<file path="src/rtl/seg7_scan_decoder.sv">
// seg7_scan_decoder: decodes multiplexed active-low 7-segment scan back into 8-digit code frames
module seg7_scan_decoder #(
  parameter int NUM_DIGITS     = 8,
  parameter int SETTLE_CYCLES  = 16,
  parameter int TIMEOUT_CYCLES = 2_000_000
) (
  input  logic                    clk,
  input  logic                    rst,
  input  logic [NUM_DIGITS-1:0]   an,
  input  logic [6:0]              seg,
  input  logic                    dp,
  output logic [4*NUM_DIGITS-1:0] frame_digits,
  output logic [NUM_DIGITS-1:0]   frame_dp,
  output logic                    frame_valid,
  output logic                    frame_unknown,
  output logic                    frame_error,
  output logic                    scan_active
);
  localparam int IW = $clog2(NUM_DIGITS);
  localparam int SW = $clog2(SETTLE_CYCLES + 1);
  localparam int TW = $clog2(TIMEOUT_CYCLES + 1);
  typedef enum logic [1:0] {IDLE, SYNC, COLLECT} state_t;
  state_t                  state;
  logic [NUM_DIGITS-1:0]   an_m, an_q, seen, seen_n, sh_dp;
  logic [6:0]              seg_m, seg_q, seg_p;
  logic                    dp_m, dp_q, dp_p;
  logic [IW-1:0]           idx, idx_p;
  logic [SW-1:0]           cnt;
  logic [TW-1:0]           tcnt;
  logic [4*NUM_DIGITS-1:0] sh_d;
  logic [3:0]              code;
  logic                    sel, multi, multi_q, changed, cap, pub, tout, unk;
  function automatic logic [3:0] decode(input logic [6:0] s);
    case (s)
      7'h40:   decode = 4'h0;
      7'h79:   decode = 4'h1;
      7'h24:   decode = 4'h2;
      7'h30:   decode = 4'h3;
      7'h19:   decode = 4'h4;
      7'h12:   decode = 4'h5;
      7'h02:   decode = 4'h6;
      7'h78:   decode = 4'h7;
      7'h00:   decode = 4'h8;
      7'h10:   decode = 4'h9;
      7'h08:   decode = 4'hA;
      7'h47:   decode = 4'hB;
      7'h09:   decode = 4'hD;
      7'h7F:   decode = 4'hF;
      default: decode = 4'hE;
    endcase
  endfunction
  always_comb begin
    idx = '0;
    for (int i = 0; i < NUM_DIGITS; i++)
      if (!an_q[i]) idx = IW'(i);
  end
  always_comb begin
    unk = 1'b0;
    for (int i = 0; i < NUM_DIGITS; i++)
      unk = unk | (sh_d[4*i +: 4] == 4'hE);
  end
  assign sel     = $onehot(~an_q);
  assign multi   = !sel && an_q != '1;
  assign changed = idx != idx_p || seg_q != seg_p || dp_q != dp_p;
  assign cap     = sel && !changed && cnt == SW'(SETTLE_CYCLES - 1);
  assign tout    = tcnt == TW'(TIMEOUT_CYCLES - 1);
  assign seen_n  = seen | (NUM_DIGITS'(1) << idx);
  assign code    = decode(seg_q);
  always_ff @(posedge clk) begin
    if (rst) begin
      an_m          <= '1;
      an_q          <= '1;
      seg_m         <= '1;
      seg_q         <= '1;
      seg_p         <= '1;
      dp_m          <= 1'b1;
      dp_q          <= 1'b1;
      dp_p          <= 1'b1;
      idx_p         <= '0;
      multi_q       <= 1'b0;
      cnt           <= '0;
      tcnt          <= '0;
      state         <= IDLE;
      seen          <= '0;
      pub           <= 1'b0;
      sh_d          <= '1;
      sh_dp         <= '0;
      frame_digits  <= '1;
      frame_dp      <= '0;
      frame_unknown <= 1'b0;
      frame_valid   <= 1'b0;
      frame_error   <= 1'b0;
      scan_active   <= 1'b0;
    end else begin
      an_m        <= an;
      an_q        <= an_m;
      seg_m       <= seg;
      seg_q       <= seg_m;
      seg_p       <= seg_q;
      dp_m        <= dp;
      dp_q        <= dp_m;
      dp_p        <= dp_q;
      idx_p       <= idx;
      multi_q     <= multi;
      cnt         <= (!sel || changed) ? '0 : (cnt == SW'(SETTLE_CYCLES) ? cnt : cnt + 1'b1);
      tcnt        <= cap ? '0 : (tout ? tcnt : tcnt + 1'b1);
      frame_valid <= 1'b0;
      frame_error <= 1'b0;
      pub         <= 1'b0;
      if (state == IDLE) begin
        if (cap) begin
          state       <= SYNC;
          scan_active <= 1'b1;
        end
      end else if (multi && !multi_q) begin
        frame_error <= 1'b1;
        seen        <= '0;
        state       <= SYNC;
      end else if (pub) begin
        frame_digits  <= sh_d;
        frame_dp      <= sh_dp;
        frame_unknown <= unk;
        frame_valid   <= 1'b1;
        seen          <= '0;
        state         <= SYNC;
      end else if (cap) begin
        sh_d[4*idx +: 4] <= code;
        sh_dp[idx]       <= !dp_q;
        if (state == SYNC) begin
          if (idx == '0) begin
            seen  <= NUM_DIGITS'(1);
            state <= COLLECT;
          end
        end else if (seen[idx]) begin
          frame_error <= 1'b1;
          seen        <= (idx == '0) ? NUM_DIGITS'(1) : '0;
          state       <= (idx == '0) ? COLLECT : SYNC;
        end else begin
          seen <= seen_n;
          pub  <= seen_n == '1;
        end
      end else if (tout) begin
        state       <= IDLE;
        scan_active <= 1'b0;
        seen        <= '0;
      end
    end
  end
endmodule

</file>
<file path="config.mk">
export PLATFORM = sky130hd
export DESIGN_NAME = seg7_scan_decoder
export DESIGN_NICKNAME = d
export VERILOG_FILES = /design/src/rtl/seg7_scan_decoder.sv
export SDC_FILE = /design/constraint.sdc
export NUM_CORES = 1
export LEC_CHECK = 0
export ABC_CLOCK_PERIOD_IN_PS = 5800
export CORE_ASPECT_RATIO = 0.6
export CORE_MARGIN = 4
export CORE_UTILIZATION = 25
export CTS_BUF_LIST = sky130_fd_sc_hd__clkbuf_16
export DETAILED_ROUTE_END_ITERATION = 16
export HOLD_SLACK_MARGIN = 0.05
export SLEW_MARGIN = 10
export SYNTH_ARGS = -nofsm -noshare
export SYNTH_HDL_FRONTEND = slang
export SYNTH_SLANG_ARGS = --single-unit
</file>
<file path="constraint.sdc">
create_clock -name clk -period 5.8 [get_ports clk]
set_input_delay 1.45 -clock clk [delete_from_list [all_inputs] [get_ports clk]]
set_output_delay 1.45 -clock clk [all_outputs]
set_load 0.02 [all_outputs]
</file>
### Yosys cells after proc, flatten, opt, wreduce, memory -nomap -nowiden

Cells that the tools add are included.

| cells by class | value |
|---|---|
| muxes and demuxes | 44 |
| shift-type cells | 3 |
| bitwise gates (word level) | 13 |
| order comparisons | 2 |
| equal/unequal tests | 38 |
| $add $sub $neg | 10 |
| reduce and logical (&&, ||, !) cells | 26 |

Operator list:

| kind | number |
|---|---|
| 8-bit 2-to-1 mux | 7 |
| 4-bit case mux with 14 select lines | 1 |
| 7-bit == test, second input constant | 5 |
| 5-bit negation with 34-bit output | 1 |
| 4-bit by 34-bit variable shift with 32-bit output, first input constant | 1 |
| 4-bit by 34-bit variable part select with 32-bit output | 1 |
| 32-bit bitwise mux | 1 |
| 4-bit == test, second input constant | 8 |
| 2-bit 2-to-1 mux | 11 |
| 21-bit by 1-bit adder with 21-bit output, second input constant | 1 |
| 21-bit == test, second input constant | 1 |
| 7-bit by 5-bit == test with 1-bit output, second input constant | 3 |
| 1-bit 2-to-1 mux | 16 |
| 3-bit 2-to-1 mux | 5 |
| 7-bit by 4-bit == test with 1-bit output, second input constant | 2 |
| 7-bit by 6-bit == test with 1-bit output, second input constant | 2 |
| 1-bit by 1-bit adder with 2-bit output | 4 |
| 8-bit bitwise mux | 1 |
| 8-bit == test, second input constant | 1 |
| 8-bit != test, second input constant | 1 |
| 8-bit inverter | 1 |
| 8-bit OR | 1 |
| 4-bit AND reduction | 2 |
| 1-bit by 3-bit << shifter with 8-bit output, first input constant | 1 |
| other kinds (34) | 58 |

| storage, ports and cells | value |
|---|---|
| register bits | 165 |
| word-level logic and storage cells | 159 |

### Depth between registers and ports, before layout

| logic depth | value |
|---|---|
| depth in word-level cells | 17 |
| depth in mapped cells | 18 |
| mapped depth without buffers | 17 |

### Worst setup path before layout

OpenSTA, ideal clock, no wires.

| timing path | value |
|---|---|
| path type | reg2reg |
| start point | register an_q[0] |
| end point | register sh_d[4] |
| data arrival time | 4.474 ns |
| required time | 5.680 ns |
| stages on the path, launching flop included | 18 |
| library setup time | 0.120 ns |
| buffers on the path | 1 |
| slack | 1.206 ns |
| path through | dfxtp_1 > fa_1 > inv_1 > fa_1 > fa_1 > ha_1 > inv_1 > fa_1 > nor3b_1 > a31oi_1 > nor4b_4 > and3_4 > ha_1 > nand2_1 > clkbuf_1 > a211oi_2 > nand2_1 > a211o_1 |

| between the ends | value |
|---|---|
| longest elaborated chain between the ends | 10 |
| elaborated cells on any way between the ends | 13 |
| those cells by class | add/sub (3); eq/ne (2); bitwise (2); reduce/logical (6) |

Ends and longest elaborated chain:

| what | RTL line | source |
|---|---|---|
| from (decl) | 24 | `logic [NUM_DIGITS-1:0] an_m, an_q, seen, seen_n, sh_dp;` |
| from (signal assigned) | 96 | `an_q <= an_m;` |
| 8-bit inverter | 62 | `assign sel = $onehot(~an_q);` |
| 1-bit by 1-bit adder with 2-bit output (not written as such) | 62 |  |
| 2-bit by 2-bit adder with 3-bit output (not written as such) | 62 |  |
| 3-bit by 3-bit adder with 4-bit output (not written as such) | 62 |  |
| 4-bit by 1-bit == test with 1-bit output | 62 |  |
| 1-bit zero test | 63 | `assign multi = !sel && an_q != '1;` |
| 1-bit logical AND | 63 |  |
| 1-bit logical AND | 115 | `end else if (multi && !multi_q) begin` |
| 1-bit inverter (no line) | - |  |
| 4-bit AND reduction (no line) * | - |  |
| to (signal, indexed assignment) | 127 | `sh_d[4*idx +: 4] <= code;` |
| to (decl) | 30 | `logic [4*NUM_DIGITS-1:0] sh_d;` |

Every way passes the cells marked *; elsewhere a longest branch is shown, timed or not.
A chain may end at the register's enable or synchronous reset.

### Worst setup path in the final report

| timing path | value |
|---|---|
| start point | register an_q[3] |
| end point | register sh_d[1] |

| between the ends | value |
|---|---|
| longest elaborated chain between the ends | 12 |
| elaborated cells on any way between the ends | 26 |
| those cells by class | add/sub (4); eq/ne (3); shift (2); mux (6); bitwise (2); reduce/logical (9) |

Ends and longest elaborated chain:

| what |
|---|
| branches (longest 12 deep; another with 5-bit negation with 34-bit output) |

Several ways; the timed one is not identified.

==> impl_metrics.toml <==
[global_route]
busiest_layer = "met1"
grt_max_degree = 109
use_met2_pct = 14.1
grtUsageTotal_pct = 11.0
grt_overflow = 0
grt_antenna_before_repair = 0
grt_pass1_vias = 5362
grtUsageMet1_pct = 17.4
grt_use_met3_pct = 3.48
grt_pass1_wl_mm = 28.9

[timing]
finalSetupTns_ps = 0
slew_violations = 0
max_freq_mhz = 195
whs_ps = 408
final_period_minus_worst_setup_slack_ps = 5140
skew_ps = 9.40
worstMarginPinSlew_ps = 953
timing.final.ws_setup_ps = 663
maxSlewHeadroom_pct = 36.4
setup_viol = 0
rsz0062_at_grt = "no"
report.final.hold_viol_count = 0
period_share_pct = 88.6

[finish]
fin_util_pct = 30.4
post_layout_nonfiller_instances = 1250
nets = 900
antenna_cells = 0
drive_gt1_share_pct = 11.4
layout_commonest_cell = "dfxtp_1"
area.growth.synth_to_final_pct = 20.2
layout_common_cells = "dfxtp_1, nand2_1, nor2_1, clkdlybuf4s50_1, or2_2"

[logic_synthesis]
syn_area_um2 = 7270
ys_ff_latch = 165
yosys.area_share.simple_pct = 30.5
syn-num-nets = 859
ys.warnings.count = 0
synth_edf_count = 0
ys_types = 71
synthCells = 821
synth-xor-area-share_pct = 4.08
seq_area_frac_synth_pct = 45.5
synth_compound_gate_area_share_pct = 11.4
synth.avg_cell_area_um2 = 8.85
muxShareOfSynthArea_pct = 0.999
ys.flop_type = "dfxtp_1"
synth_fa_ha_area_share_pct = 3.86
async_flop_share_pct = 0
synth_top_family_by_area = "simple AND/OR/NAND/NOR gates"

[routing]
drc_errors = 0
firstDrtPassIters = 5
ant_nets = 0
num_vias = 5756
post_drt_via_cell_ratio = 4.60
initialDrtViolationCount = 562
wl_mm = 17.3
wl_per_cell_um = 13.8

[outcome]
status = "completed"

[critical_path]
r2r_end = "sh_d[1]"
r2r_start = "an_q[3]"
critPathSlowestCell = "fa_1"
cp_max_fo = 12
worst_path_most_repeated_cell = "fa_1"
arrival_ps = 5450
cp-end-kind = "flip-flop"
ff2ff_setup_slack_ps = 660
crit_path_cell_trace = "fa_1 > inv_1 > fa_1 > fa_1 > ha_1 > inv_1 > fa_1 > nor3b_1 > a31oi_1 > nor4b_4 > and3_4 > ha_1 > nand2_1 > nor2_1 > nand4_1 > a211o_1"
rr_worst_depth = 16
startpoint_type = "flip-flop"
required_ps = 6110
criticalPathCategory = "reg -> reg"
cpPeakStageDelay_ps = 500

[cts]
insertion_delay_ps = 430
postCtsSetupRepairBufs = 0
clock-root-buffer = "clkbuf_16"
clk_pin_slew_ps = 60
cts_buffer_depth = 2
cts_tree = "done"
cts.repair.resized = 0
numCtsBuffers = 17
ctsHtreeMaxLevel = 4
ctsHoldBuffers = 0
clkSinkCount = 165

[placement]
placedCellCount = 1218
place_congestion = 0.844
pre_cts_slack_ps = 645
numPortBuffers = 61
dp_hpwl_mm = 12.5

[die]
design.core.area_um2 = 28700
die_x_um = 228
start_util_pct = 25.3
io_pins = 62
rows = 48
dieArea_um2 = 31900
die_h_um = 140

[pwr]
p_per_area_nw_per_um2 = 276
ir_drop_uv = 136
leakage_nw = 3.27

[run]
max_cap_viol_count = 0

[worst_hold_path]
hp-start = "seg_m[2]"
worstHoldEndpoint = "seg_q[2]"
hold_path.class = "reg -> reg"
hold_path_depth = 1
-- layout make-up --
class / count / area [um^2]
Multi-Input combinational cell: 590 / 3690
Clock buffer: 17 / 425
Tap cell: 375 / 469
Clock inverter: 15 / 116
Timing Repair Buffer: 65 / 638
Inverter: 23 / 88.8
Fill cell: 3025 / 20000
Sequential cell: 165 / 3300
-- critical path, delay by kind of cell (launching register included) --
family | cells | cell delay [ps]
compound gates | 2 | 570
fa+ha+maj | 6 | 2080
buf+inv | 2 | 140
simple gates | 6 | 1780
flops | 1 | 420
-- registers in the layout, summed over array words and instances (netlist names), 2 cells and up --
register      flops
an_m              8
an_q              8
cnt               5
frame_digits     32
frame_dp          8
idx_p             3
seen              8
seg_m             7
seg_p             7
seg_q             7
sh_d             32
sh_dp             8
state             2
tcnt             21
-- worst max path at each step --
stage | slack [ps] | startpoint | end | cells past startpoint
after global routing | 340 | an_q[3] | sh_d[1] | 16
after floorplan | 1210 | an_q[0] | sh_d[4] | 17
final | 660 | an_q[3] | sh_d[1] | 16
after detailed placement | 640 | an_q[0] | sh_d[2] | 16
after CTS | 650 | an_q[0] | sh_d[2] | 16
after global placement | 860 | an_q[0] | sh_d[1] | 16
-- kinds of logic after synthesis --
family	after synthesis
multiplexers	6
AND/OR/NAND/NOR	424
adder cells (fa/ha/maj)	20
buffers and inverters	66
AO/OA/AOI/OAI	107
XOR/XNOR	33
flip-flops	165
-- per-layer routing --
layer	vias to the layer above	routed length, um
met5	-	0
met4	0	119
met3	11	1020
met2	135	6370
met1	2690	9780
li1	2920	-
-- power by group --
part | total, W | leakage, nW | internal, W | switching (W)
clock | 0.00105 | 0.260 | 0.000583 | 0.000462
combinational | 0.000200 | 1.66 | 0.0000761 | 0.000124
sequential | 0.00117 | 1.34 | 0.00115 | 0.0000185
total | 0.00241 | 3.27 | 0.00181 | 0.000604
-- synthesized netlist by cell type, types with 12 or more instances --
library cell / n / area, um^2
or2_2: 42 / 263
dfxtp_1: 165 / 3300
a211o_1: 30 / 263
xor2_1: 25 / 219
nand3_1: 22 / 110
ha_1: 16 / 200
a21oi_1: 20 / 100
nand2_1: 123 / 462
nor3_1: 19 / 95.1
clkbuf_1: 36 / 135
nor2_1: 86 / 323
inv_1: 20 / 75.1
nand4_1: 15 / 93.8
nand3b_1: 36 / 270
a211oi_1: 12 / 90.1
-- metrics by stage --
| step | instance area [um^2] | power [W] |
|---|---|---|
| after floorplan | 7270 | 0.00133 |
| after global routing | 8740 | 0.00252 |
| after CTS | 8740 | 0.00244 |
| after detailed placement | 8190 | 0.00139 |
| final | 8740 | 0.00241 |
| after global placement | 8190 | 0.00139 |
No activity file was read; power rests on OpenSTA's default activity.
==> edit 1: new RTL, same flow settings <==
The 3 states of `state_t` get a one-hot encoding in 3 bits.
--- a/src/rtl/seg7_scan_decoder.sv
+++ b/src/rtl/seg7_scan_decoder.sv
@@ -19,7 +19,7 @@
   localparam int IW = $clog2(NUM_DIGITS);
   localparam int SW = $clog2(SETTLE_CYCLES + 1);
   localparam int TW = $clog2(TIMEOUT_CYCLES + 1);
-  typedef enum logic [1:0] {IDLE, SYNC, COLLECT} state_t;
+  typedef enum logic [2:0] {IDLE = 3'b001, SYNC = 3'b010, COLLECT = 3'b100} state_t;
   state_t                  state;
   logic [NUM_DIGITS-1:0]   an_m, an_q, seen, seen_n, sh_dp;
   logic [6:0]              seg_m, seg_q, seg_p;
Check against the original RTL: no difference found for any inputs over 10 cycles, from zero or initial values and one cycle with rst high; not proved beyond that.
==> edit 1 against the original RTL <==
Clock skew grew 0.83 ps; synthesized area shrank 1.4%; sequential cell count rose by 1; routed wire length grew 6.0%; clock power rose by 13%; sequential share of layout area is 0.21 points higher; non-clock buffer count increased by 2; power rose by 5.8%; worst setup slack got worse by 250 ps; final area about the same.
==> edit 1: results (changes against the original RTL) <==
fin nets=915 (+1.7%); Fill cells=2,951 (-2.4%); placed cells=1,225 (+0.57%); Hold Path Origin=dp_m; drt total wl=18,300 µm (+6.0%); actual slew at the worst max-slew pin=875 ps (-78.0 ps); Peak supply drop=0.141 mV (+3.4%); GP Congestion=0.925 (+9.6%); synth cell count leaders=166 x dfxtp_1, 155 x nand2_1, 61 x nor2_1; gr usage total=0.119 (+0.00873); global-route wire length before repair=30,000 µm (+3.8%); worst-path maximum fanout=6 (-6); hold crit path type=flip-flop to flip-flop; Post-DP HPWL=13,300 µm (+6.1%); top flop regs=frame_digits x32, sh_d x32, tcnt x21; Reg2Reg Capture Point=sh_d[19]; synthesized area per cell=8.62 µm² (-2.6%); critical path data arrival time=5690 ps (+240 ps); post-synth net total=869 (+1.2%); largest cells by area after synthesis=dfxtp_1 46%, nand2_1 8.1%, nand3_1 4.0%; Worst R2R Path Depth=17 (+1); clock-pin transition on the worst setup and hold timing paths=70 ps; DR vias=5,907 (+2.6%); post-synthesis sequential area ratio=0.464 (+0.00938); unique cell type count in the Yosys netlist=66 (-7.0%); number of global-route vias before repair=5,576 (+4.0%); Iter 0 DRT Violations=565 (+0.53%); leakage power=3.42 nW (+4.6%); drt pass-1 iters=4 (-1); Placed Area=0.00813 mm² (-0.84%); final non-filler cell total=1,257 (+0.56%); status=finished, final reports clean; clock skew=10.2 ps (+0.827 ps); Hold EP=dp_q; layout cells sized above 1=0.101 (-0.0132); largest net degree at the start of global routing=66 (-39%)
==> edit 1: worst max path at each step <==
stage / depth (start not counted) / end / from
2_1_floorplan: 19 / sh_d[16] / an_q[0]
3_3_place_gp: 17 / sh_d[16] / an_q[0]
3_5_place_dp: 17 / sh_d[19] / an_q[0]
4_1_cts: 17 / sh_d[19] / an_q[3]
5_1_grt: 17 / sh_d[19] / an_q[3]
6_report: 17 / sh_d[19] / an_q[3]
==> edit 1: power breakdown <==
part	leakage (nW)	internal [mW]	total (mW)	switching, mW
logic	1.76	0.0672	0.190	0.123
registers	1.35	1.16	1.17	0.0169
clock network	0.302	0.715	1.19	0.475
total	3.42	1.94	2.55	0.615
==> edit 1: critical path, stage by stage (launching register included) <==
cell and delay, ps:
dfxtp_1 420, fa_1 440, inv_1 90, fa_1 430
fa_1 490, ha_1 160, inv_1 60, fa_1 480
nand3_1 130, nor2_1 150, or4b_1 480, nor3b_2 350
ha_1 230, and3_1 310, nand3_1 170, or4_1 590
mux2i_1 200, nand2_1 70
==> edit 1: routing by layer <==
| metal | global-route usage | vias to the layer above | wire length (µm) |
|---|---|---|---|
| met5 | 0 | - | 0 |
| met4 | 0.0307 | 0 | 164 |
| met3 | 0.0398 | 18 | 1210 |
| met2 | 0.147 | 156 | 6730 |
| met1 | 0.191 | 2779 | 10200 |
| li1 | - | 2954 | - |
==> edit 1: per-stage QoR <==
step           hold slack, ps  setup slack (ps)
2_1_floorplan             389               860
3_3_place_gp              395               616
3_5_place_dp              395               455
4_1_cts                   409               444
5_1_grt                   424              78.0
6_report                  409               408
==> edit 1: cell families after synthesis <==
kind of cell / share of synthesized area
simple gates: 0.296
compound gates: 0.0985
xor+xnor: 0.0379
mux: 0.0269
flops: 0.464
fa+ha+maj: 0.0405
buf+inv: 0.0367
==> edit 1: area by class of cell <==
cell class,count,area (µm²),area share
multi-input cells,596,3580,0.410
repair buffers,67,651,0.0744
clock inverters,15,189,0.0216
flip-flops and latches,166,3320,0.380
well taps,367,459,0.0525
inverters,29,110,0.0126
clock buffers,17,425,0.0487
==> edit 2: new RTL, config.mk and constraints unchanged <==
Made on the original files. Set the parameter `TIMEOUT_CYCLES` to 1_000_000 (it was 2_000_000).
--- a/src/rtl/seg7_scan_decoder.sv
+++ b/src/rtl/seg7_scan_decoder.sv
@@ -2,7 +2,7 @@
 module seg7_scan_decoder #(
   parameter int NUM_DIGITS     = 8,
   parameter int SETTLE_CYCLES  = 16,
-  parameter int TIMEOUT_CYCLES = 2_000_000
+  parameter int TIMEOUT_CYCLES = 1_000_000
 ) (
   input  logic                    clk,
   input  logic                    rst,
Function: same outputs for any inputs over 10 cycles, from zero or initial values and one cycle with rst high; that may be too few to reach the edited logic, so the function may still have changed.
==> edit 2 against the original RTL <==
Power increased by 2.6%; sequential cell count decreased by 1; utilization increased by 0.58 points; routed wire length increased by 2.0%; critical path depth increased by 2; fmax decreased by 3.5%; clock skew increased by 2.7 ps; synthesized cell count decreased by 1.2%; synthesized area decreased by 3.0%; die area decreased by 2.9%; worst setup slack got worse by 190 ps; final area decreased by 1.9%.
==> edit 2: results (changes against the original RTL) <==
status=finished, final reports clean; GR Util met2=0.143 (+0.00230); initial antenna violation count=1 (+1); Max-Slew Margin vs Limit=0.382 (+0.0173); CP max-delay cell=nor3b_1; worst-path maximum fanout=9 (-3); top flop regs=frame_digits x32, sh_d x32, tcnt x20; unique cell type count in the Yosys netlist=67 (-5.6%); Iter 0 DRT Violations=518 (-7.8%); clock skew=12.1 ps (+2.68 ps); adder-cell share of the synthesized area=0.0398 (+0.00121); post-synthesis sequential area ratio=0.466 (+0.0114); layout cells sized above 1=0.113 (-0.00138); Place WS=592 ps (-52.3 ps); gr usage total=0.116 (+0.00570); Max stage delay on crit path=500 ps (about the same); Peak supply drop=0.147 mV (+7.9%); switch share=0.278 (+0.0276); post-synthesis mux area share=0.00710 (-0.00288); synth cell count leaders=164 x dfxtp_1, 139 x nand2_1, 51 x nor2_1; global-route wire length before repair=29,200 µm (+1.1%); minimum clock period=5330 ps (+188 ps); post-synth net total=849 (-1.2%); Fill cells=2,944 (-2.7%); GP Congestion=0.877 (+3.9%); per-cell routed wire length=14.3 µm (+3.3%); leakage power=3.29 nW (+0.76%); number of global-route vias before repair=5,370 (+0.15%); Synth Area in Compound Gates=0.129 (+0.0148); largest net degree at the start of global routing=72 (-34%); M3 GR Usage=0.0364 (+0.00168); DR vias=5,771 (+0.26%)
edit 2: cell types whose count changed in the layout (fill, tap and decap cells not counted), sizes merged, moves of 8 or more:
cell,change
nand3b,-35
nand2,+13
nand3,+27
o21ai,+22
and2,+8
a21oi,+19
nor2,-42
inv,+14
a211o,-27
o211ai,+10
edit 2: path summary, 6_finish.rpt:
path / from / end / slack [ps] / depth (start not counted)
worst max register to register: an_q[3] / sh_d[7] / 470 / 18
worst max-delay path: an_q[3] / sh_d[7] / 470 / 18
worst min-delay path: seg_m[0] / seg_q[0] / 410 / 1
worst min register to register: seg_m[0] / seg_q[0] / 410 / 1
edit 2: power by group through the flow:
| stage | sequential [mW] | combinational [mW] | clock [mW] |
|---|---|---|---|
| 2_1_floorplan | 1.18 | 0.140 | 0 |
| 3_3_place_gp | 1.19 | 0.188 | 0 |
| 3_5_place_dp | 1.19 | 0.189 | 0 |
| 4_1_cts | 1.16 | 0.190 | 1.15 |
| 5_1_grt | 1.16 | 0.214 | 1.20 |
| 6_report | 1.16 | 0.192 | 1.12 |
edit 2: critical path, delay by kind of cell, from the launching register on:
family,cells,cell delay (ps)
buffers and inverters,3,250
adder cells (fa/ha/maj),6,2120
flip-flops,1,450
AO/OA/AOI/OAI,4,670
AND/OR/NAND/NOR,5,1730
edit 2: layout make-up:
class	instances	area, µm²	share of cell area
multi-input combinational	575	3480	0.406
timing repair buffer	67	651	0.0759
clock inverter	15	158	0.0184
clock buffer	17	425	0.0496
inverter	30	114	0.0133
tap	367	459	0.0536
sequential	164	3280	0.383
edit 2: through the flow:
stage	instance area, µm²	power, mW	hold WS [ps]	std cells
6_report	8570	2.48	409	1235
5_1_grt	8570	2.58	423	1235
4_1_cts	8570	2.50	409	1235
3_5_place_dp	7990	1.38	393	1203
3_3_place_gp	7990	1.37	393	1203
2_1_floorplan	7050	1.32	389	811
edit 2: per-layer routing:
metal | up-vias | wire [µm]
li1 | 2907 | -
met1 | 2680 | 9830
met2 | 161 | 6380
met3 | 21 | 1220
met4 | 2 | 197
met5 | - | 13
edit 2: kinds of logic after synthesis:
group	Yosys count
and+or+nand+nor	385
DFF	164
AOI/OAI and AO/OA	133
buffers and inverters	72
xor gates and xnor gates	32
adders and majority gates	20
muxes	5
